`src/rtl/bresenham_line_engine.sv`:
```
// bresenham_line_engine: all-octant Bresenham rasteriser streaming one pixel per cycle over valid/ready
module bresenham_line_engine #(
  parameter int COORD_W = 8,
  parameter int COLOR_W = 8
) (
  input  logic               clk,
  input  logic               n_rst,
  input  logic               start,
  input  logic [COORD_W-1:0] x0,
  input  logic [COORD_W-1:0] y0,
  input  logic [COORD_W-1:0] x1,
  input  logic [COORD_W-1:0] y1,
  input  logic [COLOR_W-1:0] color,
  input  logic               abort,
  output logic               busy,
  output logic               px_valid,
  input  logic               px_ready,
  output logic [COORD_W-1:0] px_x,
  output logic [COORD_W-1:0] px_y,
  output logic [COLOR_W-1:0] px_color,
  output logic               px_last,
  output logic               done
);
  localparam int EW = COORD_W + 2;

  typedef enum logic [1:0] {IDLE, SETUP, DRAW, DONE} state_t;

  state_t state, state_nx;
  logic [COORD_W-1:0] xa, ya, xb, yb, x, y;
  logic [COLOR_W-1:0] col;
  logic signed [EW-1:0] dx, dy, err, adx, ady;
  logic signed [EW:0] e2;
  logic sx, sy, step_x, step_y, fire;

  assign adx      = EW'((xa < xb) ? xb - xa : xa - xb);
  assign ady      = EW'((ya < yb) ? yb - ya : ya - yb);
  assign e2       = {err, 1'b0};
  assign step_x   = e2 >= dy;
  assign step_y   = e2 <= dx;
  assign px_valid = state == DRAW;
  assign px_last  = px_valid && x == xb && y == yb;
  assign fire     = px_valid && px_ready;
  assign busy     = state != IDLE;
  assign done     = state == DONE;
  assign px_x     = x;
  assign px_y     = y;
  assign px_color = col;

  // state register
  always_ff @(posedge clk or negedge n_rst)
    if (!n_rst) state <= IDLE;
    else        state <= state_nx;

  // next-state: abort wins in SETUP/DRAW, DONE always lasts one cycle
  always_comb begin
    state_nx = state;
    case (state)
      IDLE:    state_nx = start ? SETUP : IDLE;
      SETUP:   state_nx = abort ? IDLE : DRAW;
      DRAW:    state_nx = abort ? IDLE : (fire && px_last) ? DONE : DRAW;
      default: state_nx = IDLE;
    endcase
  end

  // command latch, setup of deltas/directions, and one Bresenham step per accepted pixel
  always_ff @(posedge clk or negedge n_rst)
    if (!n_rst) begin
      xa  <= '0;
      ya  <= '0;
      xb  <= '0;
      yb  <= '0;
      col <= '0;
      x   <= '0;
      y   <= '0;
      dx  <= '0;
      dy  <= '0;
      err <= '0;
      sx  <= 1'b0;
      sy  <= 1'b0;
    end else if (state == IDLE && start) begin
      xa  <= x0;
      ya  <= y0;
      xb  <= x1;
      yb  <= y1;
      col <= color;
    end else if (state == SETUP) begin
      dx  <= adx;
      dy  <= -ady;
      err <= adx - ady;
      sx  <= xa < xb;
      sy  <= ya < yb;
      x   <= xa;
      y   <= ya;
    end else if (fire && !px_last) begin
      err <= err + (step_x ? dy : '0) + (step_y ? dx : '0);
      x   <= step_x ? (sx ? x + 1'b1 : x - 1'b1) : x;
      y   <= step_y ? (sy ? y + 1'b1 : y - 1'b1) : y;
    end
endmodule

```
`config.mk`:
```
export PLATFORM = sky130hd
export DESIGN_NAME = bresenham_line_engine
export DESIGN_NICKNAME = d
export VERILOG_FILES = /design/src/rtl/bresenham_line_engine.sv
export SDC_FILE = /design/constraint.sdc
export NUM_CORES = 1
export LEC_CHECK = 0
export ABC_AREA = 1
export CAP_MARGIN = 0
export CORE_MARGIN = 8
export CORE_UTILIZATION = 62
export DETAILED_ROUTE_END_ITERATION = 10
export HOLD_SLACK_MARGIN = 0.02
export MAX_ROUTING_LAYER = met4
export PLACE_DENSITY = 0.85
export SKIP_LAST_GASP = 1
export SYNTH_ARGS = -nofsm -noshare
export SYNTH_HDL_FRONTEND = slang
export SYNTH_SLANG_ARGS = --single-unit
```
`constraint.sdc`:
```
create_clock -name clk -period 6.3 [get_ports clk]
set_clock_uncertainty 0.15 [all_clocks]
set_input_delay 0.63 -clock clk [delete_from_list [all_inputs] [get_ports clk]]
set_output_delay 0.63 -clock clk [all_outputs]
set_load 0.1 [all_outputs]
```
==> results of run 1 <==
-- sequential cells by signal, summed over array words and instances (netlist names) --
signal    cells
yb            8
dx            9
px_color      8
xb            8
xa            8
ya            8
px_y          8
dy           10
sx            1
err          10
px_x          8
state         2
sy            1
-- area by class of cell --
cell class	count	area, um^2
multi-input combinational	767	4710
fill	1008	3260
sequential	89	2230
timing repair buffer	76	748
inverter	159	604
clock buffer	10	229
tap	147	184
clock inverter	5	40.0
-- metal layers --
metal | share of wire [%] | vias to the layer above
met5 | 0 | -
met4 | 2.2 | 0
met3 | 5.6 | 34
met2 | 47 | 214
met1 | 45 | 3257
li1 | - | 3481
-- synthesized netlist by cell type (4+ instances only) --
cell type	count	area [um^2]
o21ai_2	8	70.1
nor2_1	101	379
o21ai_1	7	35.0
o22ai_1	4	25.0
nand2_1	234	878
inv_1	154	578
nand2_4	5	56.3
nand2_2	10	62.6
o211ai_1	6	45.0
ha_1	82	1030
mux2_2	8	90.1
nor4_1	6	37.5
or2_2	4	25.0
nor3_1	5	25.0
nand3_1	48	240
nand4_1	11	68.8
a21oi_1	89	445
a31oi_1	5	31.3
xor2_1	24	210
fa_1	17	340
o21ai_0	58	290
dfrtp_1	89	2230
xnor2_1	11	96.3
clkbuf_1	15	56.3
-- per-stage QoR --
step / cells / util, % / setup WS [ns]
6_report: 1253 / 72.8 / 2.03
3_5_place_dp: 1238 / 70.6 / 2.13
4_1_cts: 1253 / 72.8 / 2.10
2_1_floorplan: 1038 / - / 2.61
3_3_place_gp: 1238 / 70.6 / 2.31
5_1_grt: 1253 / 72.8 / 1.56
-- critical path, stage by stage, from the launching register on --
cell and delay (ns):
dfrtp_1 0.38, inv_1 0.09, ha_1 0.34, nand2_1 0.08, inv_1 0.05, a21oi_1 0.20, nand3_1 0.12, nand2_1 0.07
nand2_1 0.15, inv_1 0.23, nor2_1 0.09, fa_1 0.51, ha_1 0.18, inv_1 0.06, fa_1 0.39, o21ai_0 0.37
nand2_1 0.12, inv_1 0.09, nor2_1 0.05, nor2_1 0.12, nor3_1 0.05, nand3b_1 0.16, a31oi_1 0.15
-- final timing paths --
kind	start	end	slack (ns)
hold reg to reg	dy[5]	dy[5]	0.33
setup / recovery	dy[9]	err[7]	2.03
setup reg to reg	dy[9]	err[7]	2.03
max in group asynchronous	n_rst	err[9]	4.83
hold / removal	n_rst	px_y[2]	0.05
min in group clk	dy[5]	dy[5]	0.33
-- cells by family (layout without fill, tap and decap cells) --
| logic type | after synthesis | in the layout | share of synthesized area [%] |
|---|---|---|---|
| adder cells (fa/ha/maj) | 99 | 99 | 17.9 |
| multiplexers | 9 | 9 | 1.31 |
| AND/OR/NAND/NOR | 435 | 435 | 24.7 |
| flip-flops | 89 | 89 | 29.1 |
| XOR/XNOR | 35 | 35 | 4.01 |
| AO/OA/AOI/OAI | 189 | 189 | 13.7 |
| buffers and inverters | 182 | 250 | 9.28 |
==> flow_summary.json, run 1 <==
{
  "place.detailed.hpwl_um": 15700,
  "crit_fanout": 7,
  "rsz0062_at_grt": "false",
  "drc_errors": 0,
  "cts_tree": "yes",
  "grt_pass1_vias": 6927,
  "nNetsFinal": 1246,
  "hold_class": "primary input to asynchronous set/reset pin",
  "die_w_um": 127,
  "fin_setup_tns_ns": 0,
  "use_met1_pct": 32.5,
  "firstDrtPassIters": 5,
  "syn_to_final_growth_pct": 14.5,
  "n_antenna_cell": 0,
  "ant_nets": 0,
  "fmax_mhz": 234,
  "htreeDepth": 3,
  "startpoint_type": "register",
  "cts-root-buf": "clkbuf_16",
  "synthCells": 1038,
  "required_ns": 6.42,
  "syn_avg_cell_area_um2": 7.36,
  "drt_iter0_drc": 592,
  "syn_nets": 1182,
  "mostFrequentLayoutCell": "nand2_1",
  "grt-ovfl-total": 0,
  "yosys.cell_types.count": 50,
  "ys_seq_area_share_pct": 29.1,
  "relSlewSlack_pct": 29.6,
  "initial_core_util_pct": 63.6,
  "clkTransAtPathRegs_ns": 0.07,
  "rr_worst_depth": 22,
  "critPathKind": "register to register",
  "core_area_um2": 12000,
  "vias_per_cell": 5.58,
  "dr_total_vias": 6986,
  "final_cell_area_um2": 8750,
  "hold_buffers": 0,
  "wire_per_inst_um": 15.9,
  "mostFrequentLayoutCells": "nand2_1 (233), inv_1 (154), nor2_1 (100)",
  "cap_violations": 0,
  "clock_latency_ns": 0.35,
  "post_cts_buffers": 0,
  "worst_slew_pin_slew_ns": 1.05,
  "syn-cell-area_um2": 7640,
  "ys_seq_elements": 89,
  "ctsLongestPathBuffers": 2,
  "io_buffer_count": 72,
  "end_kind": "register",
  "drive_above_1_share_pct": 6.24,
  "async_flop_share_pct": 100,
  "post-route-period-util_pct": 67.7,
  "crit_arrival_ns": 4.39,
  "setup_viol": 0,
  "synth-edff-count": 0,
  "status": "completed",
  "pin_count": 73,
  "gp_congestion": 0.952,
  "grt_use_total_pct": 26.2,
  "finalHoldViolCount": 0,
  "dieHeight_um": 127,
  "grt.met2_usage_pct": 42.5,
  "yosysWarnings": 0,
  "synth_ff_type": "dfrtp_1",
  "grt_max_degree": 60,
  "slew_viol_final": 0,
  "post_cts_resize_count": 0,
  "grt.met3_usage_pct": 5.37,
  "rows": 40,
  "dieArea_um2": 16100,
  "min_period_ns": 4.27,
  "wl_um": 19900,
  "cts_made_buffers": 9,
  "grt_pass1_wl_um": 33000,
  "holdWs_ns": 0.0472,
  "antenna_found_initial": 0,
  "place_area_um2": 8480,
  "top_usage_layer": "met2",
  "numClockSinks": 89
}
Power of run 1 is left out: the tool's default activity adds up to more than one toggle a clock period on the data nets, which glitch-free logic cannot reach.
==> run 2: changes to the inputs <==
- CORE_UTILIZATION: 62 -> 59
- PLACE_DENSITY: 0.85 -> 0.82
- clock period: 6.3 -> 4.3 ns (I/O delays scaled with it)
==> run 2 against run 1 <==
Effect of this change: final area grew 1.3%; routed wire length up 1.3%; critical endpoint unchanged; setup slack worse by 1.7 ns; largest cell class unchanged; core utilization fell by 2.6 points.
==> flow_summary.json, run 2 (synthesized netlist as in run 1, its figures left out) <==
{
  "status": "completed",
  "core_area_um2": 12600,
  "setup_ws_ns": 0.371,
  "crit_arrival_ns": 4.05,
  "critPathKind": "register to register",
  "mostFrequentLayoutCells": "nand2_1 (233), inv_1 (153), nor2_1 (98)",
  "syn_to_final_growth_pct": 16.0,
  "setup_viol": 0,
  "ctsLongestPathBuffers": 2,
  "initial_core_util_pct": 60.5,
  "relSlewSlack_pct": 33.6,
  "min_period_ns": 3.93,
  "finalHoldViolCount": 0,
  "place.detailed.hpwl_um": 15400,
  "fin_setup_tns_ns": 0,
  "n_antenna_cell": 0,
  "post-route-period-util_pct": 91.4,
  "worst_slew_pin_slew_ns": 0.993,
  "clkTransAtPathRegs_ns": 0.07,
  "end_kind": "register",
  "grt_pass1_vias": 6863,
  "fill_cells": 1043,
  "antenna_found_initial": 0,
  "dpl_worst_slack_ns": 0.182,
  "drive_above_1_share_pct": 7.21,
  "pin_count": 73,
  "fmax_mhz": 255,
  "wl_um": 20200,
  "grt_use_total_pct": 25.9,
  "crit_fanout": 10,
  "required_ns": 4.43,
  "die_w_um": 130,
  "startpoint_type": "register",
  "cts_tree": "yes",
  "dr_total_vias": 6994,
  "rr_worst_depth": 22,
  "reg_top3": "dy (10), err (10), dx (9)",
  "nNetsFinal": 1249,
  "final_cells": 1281,
  "r2r-end": "err[7]",
  "wire_per_inst_um": 15.7,
  "htreeDepth": 3,
  "slew_viol_final": 0,
  "ant_nets": 0,
  "grt-ovfl-total": 0,
  "mostFrequentLayoutCell": "nand2_1",
  "drc_errors": 0,
  "reg2reg_slack_ns": 0.37,
  "dieHeight_um": 130,
  "dieArea_um2": 16800,
  "dp_cells": 1266,
  "cts_made_buffers": 9,
  "vias_per_cell": 5.46,
  "drt_iter0_drc": 599,
  "rows": 41,
  "numClockSinks": 89,
  "cap_violations": 0,
  "firstDrtPassIters": 7,
  "clock_latency_ns": 0.35,
  "cts-root-buf": "clkbuf_16",
  "grt_pass1_wl_um": 33300,
  "post_cts_buffers": 0,
  "hold_class": "primary input to asynchronous set/reset pin",
  "r2r_start": "dx[8]",
  "io_buffer_count": 72,
  "gp_congestion": 0.973,
  "holdWs_ns": 0.0583,
  "grt_max_degree": 72
}
## run 2: changes by cell type in the layout (fill, tap and decap cells not counted), sizes merged
cell,delta
buf,+4
clkinvlp,-2
clkinv,+2
clkdlybuf4s50,-1
inv,-1
bufinv,+1
## run 2: routing by layer
metal | vias to the layer above | track usage [%] | share of wire (%)
met3 | 50 | 5.34 | 6.4
met1 | 3220 | 32.2 | 45
met4 | 0 | 12.2 | 3.7
li1 | 3480 | - | -
met2 | 244 | 39.9 | 45
met5 | - | - | 0
## run 2: through the flow
step	utilization, %	cell area [um^2]
2_1_floorplan	-	7640
3_3_place_gp	67.6	8530
3_5_place_dp	67.6	8530
4_1_cts	70.0	8830
5_1_grt	70.2	8860
6_report	70.2	8860
## run 2: worst max path at each step
| stage | from | depth (start not counted) | to | slack (ns) |
|---|---|---|---|---|
| finish | dx[8] | 22 | err[7] | 0.37 |
| global route | dx[8] | 26 | err[8] | -0.005 |
| CTS | dx[8] | 23 | err[9] | 0.12 |
| detailed placement | dx[8] | 23 | err[9] | 0.18 |
| global placement | dx[8] | 22 | err[7] | 0.35 |
| floorplan | dy[9] | 22 | err[7] | 0.64 |
## run 2: layout make-up
type	instances	area, um^2	share of cell area (%)
multi-input combinational	767	4750	53.5
clock buffer	10	239	2.70
tap	172	215	2.43
inverter	159	604	6.82
timing repair buffer	79	768	8.67
sequential	89	2230	25.1
clock inverter	5	63.8	0.720
## run 2: critical path, stage by stage, from the launching register on
cell	delay (ns)
dfrtp_1	0.36
inv_1	0.09
ha_1	0.34
nand2_1	0.10
nor2_2	0.16
and2_1	0.16
nand2_1	0.07
nand4_1	0.15
nand3_4	0.15
nand2_1	0.09
inv_1	0.05
fa_1	0.48
ha_1	0.17
inv_1	0.05
fa_1	0.41
o21ai_2	0.24
nand2_1	0.07
inv_1	0.08
nor2_1	0.04
nor2_1	0.11
nor3_1	0.06
nand3b_1	0.15
a31oi_1	0.13
## run 2: what timing repair did
item,4_1_cts,5_1_grt
setup endpoints to repair,0,4
resized for setup,0,8
hold buffers,0,0
Power of run 2 is left out for the same reason.
==> run 3: changes to the inputs <==
- CORE_UTILIZATION: 59 -> 54
- PLACE_DENSITY: 0.82 -> 0.76
==> run 3 against run 2 <==
Effect of this change: register-to-register slack about the same; hold slack got worse by 0.0047 ns; final cell count increased by 0.62%; sequential share of layout area is essentially flat; critical endpoint unchanged; highest routed layer unchanged.
==> flow_summary.json, run 3 (synthesized netlist as in run 1, its figures left out) <==
{
  "drt_iter0_drc": 495,
  "firstDrtPassIters": 5,
  "numClockSinks": 89,
  "crit_arrival_ns": 4.07,
  "required_ns": 4.43,
  "die_w_um": 135,
  "wire_per_inst_um": 15.4,
  "core_area_um2": 13800,
  "syn_to_final_growth_pct": 16.2,
  "startpoint_type": "register",
  "place_area_um2": 8520,
  "setup_ws_ns": 0.358,
  "status": "completed",
  "finalHoldViolCount": 0,
  "io_buffer_count": 72,
  "crit_fanout": 7,
  "vias_per_cell": 5.33,
  "hold_buffers": 0,
  "dieHeight_um": 135,
  "clkTransAtPathRegs_ns": 0.07,
  "drive_above_1_share_pct": 7.13,
  "end_kind": "register",
  "hold_class": "primary input to asynchronous set/reset pin",
  "rows": 43,
  "initial_core_util_pct": 55.3,
  "grt-ovfl-total": 0,
  "grt_max_degree": 72,
  "r2r_start": "err[9]",
  "ant_nets": 0,
  "critPathKind": "register to register",
  "worst_slew_pin_slew_ns": 1.03,
  "clock_latency_ns": 0.36,
  "wl_um": 19800,
  "dpl_worst_slack_ns": 0.155,
  "nNetsFinal": 1248,
  "slew_viol_final": 0,
  "setup_viol": 0,
  "drc_errors": 0,
  "cts-root-buf": "clkbuf_16",
  "mostFrequentLayoutCells": "nand2_1 (232), inv_1 (153), nor2_1 (99)",
  "antenna_found_initial": 1,
  "fill_cells": 1249,
  "cap_violations": 0,
  "dr_total_vias": 6874,
  "dieArea_um2": 18200,
  "gp_congestion": 0.925,
  "grt_use_total_pct": 23.4,
  "htreeDepth": 3,
  "cts_made_buffers": 9,
  "pin_count": 73,
  "min_period_ns": 3.94,
  "fmax_mhz": 254,
  "cts_tree": "yes",
  "relSlewSlack_pct": 31.3,
  "place.detailed.hpwl_um": 15600,
  "grt_pass1_wl_um": 33300,
  "final_cell_area_um2": 8880,
  "ctsLongestPathBuffers": 2,
  "mostFrequentLayoutCell": "nand2_1",
  "reg_top3": "dy (10), err (10), dx (9)",
  "crit_start": "err[9]",
  "rr_worst_depth": 22,
  "post-route-period-util_pct": 91.7,
  "grt_pass1_vias": 6913
}
run 3: stage by stage:
stage / TNS [ns] / utilization (%) / hold WS (ns) / std cells
3_5_place_dp: 0 / 61.7 / 0.319 / 1272
4_1_cts: 0 / 63.8 / 0.0929 / 1287
6_report: 0 / 64.2 / 0.0536 / 1289
2_1_floorplan: 0 / - / -0.0156 / 1038
3_3_place_gp: 0 / 61.7 / 0.317 / 1272
5_1_grt: -0.00633 / 64.2 / 0.132 / 1289
run 3: area by class of cell:
cell class,count,area (um^2),share of cell area [%]
Clock buffer,10,239,2.69
Tap cell,180,225,2.54
Sequential cell,89,2230,25.1
Multi-Input combinational cell,767,4760,53.6
Clock inverter,5,63.8,0.719
Antenna cell,1,2.50,0.0282
Timing Repair Buffer,78,761,8.57
Inverter,159,604,6.81
run 3: what timing repair did:
item,in CTS,in global routing
setup buffers,0,1
resized for setup,0,11
endpoints found under the setup margin,0,3
run 3: worst max-delay path, stage by stage (launching register included):
cell and delay, ns:
dfrtp_1 0.47, ha_1 0.37, nand2_1 0.06, inv_1 0.06, nand2_1 0.07, nor2_1 0.10, nand2_1 0.07, nand4_1 0.09
nand2_2 0.12, inv_2 0.15, nor2_1 0.07, fa_1 0.51, ha_1 0.17, inv_1 0.05, fa_1 0.39, o21ai_1 0.26
nand2_1 0.08, inv_1 0.07, nor2_1 0.04, nor2_1 0.12, nor3_1 0.05, nand3b_1 0.16, a31oi_1 0.16
run 3: worst paths after layout:
check | to | slack, ns
max | err[7] | 0.36
min | px_y[4] | 0.05
max reg2reg | err[7] | 0.36
min reg2reg | dy[5] | 0.34
max in group asynchronous | err[0] | 3.09
min in group clk | dy[5] | 0.34
run 3: metal layers:
metal	global-route usage [%]	share of wire, %
met1	30.2	47
met2	36.3	45
met3	3.71	5.1
met4	9.01	2.6
met5	-	0
Power of run 3 is left out for the same reason.
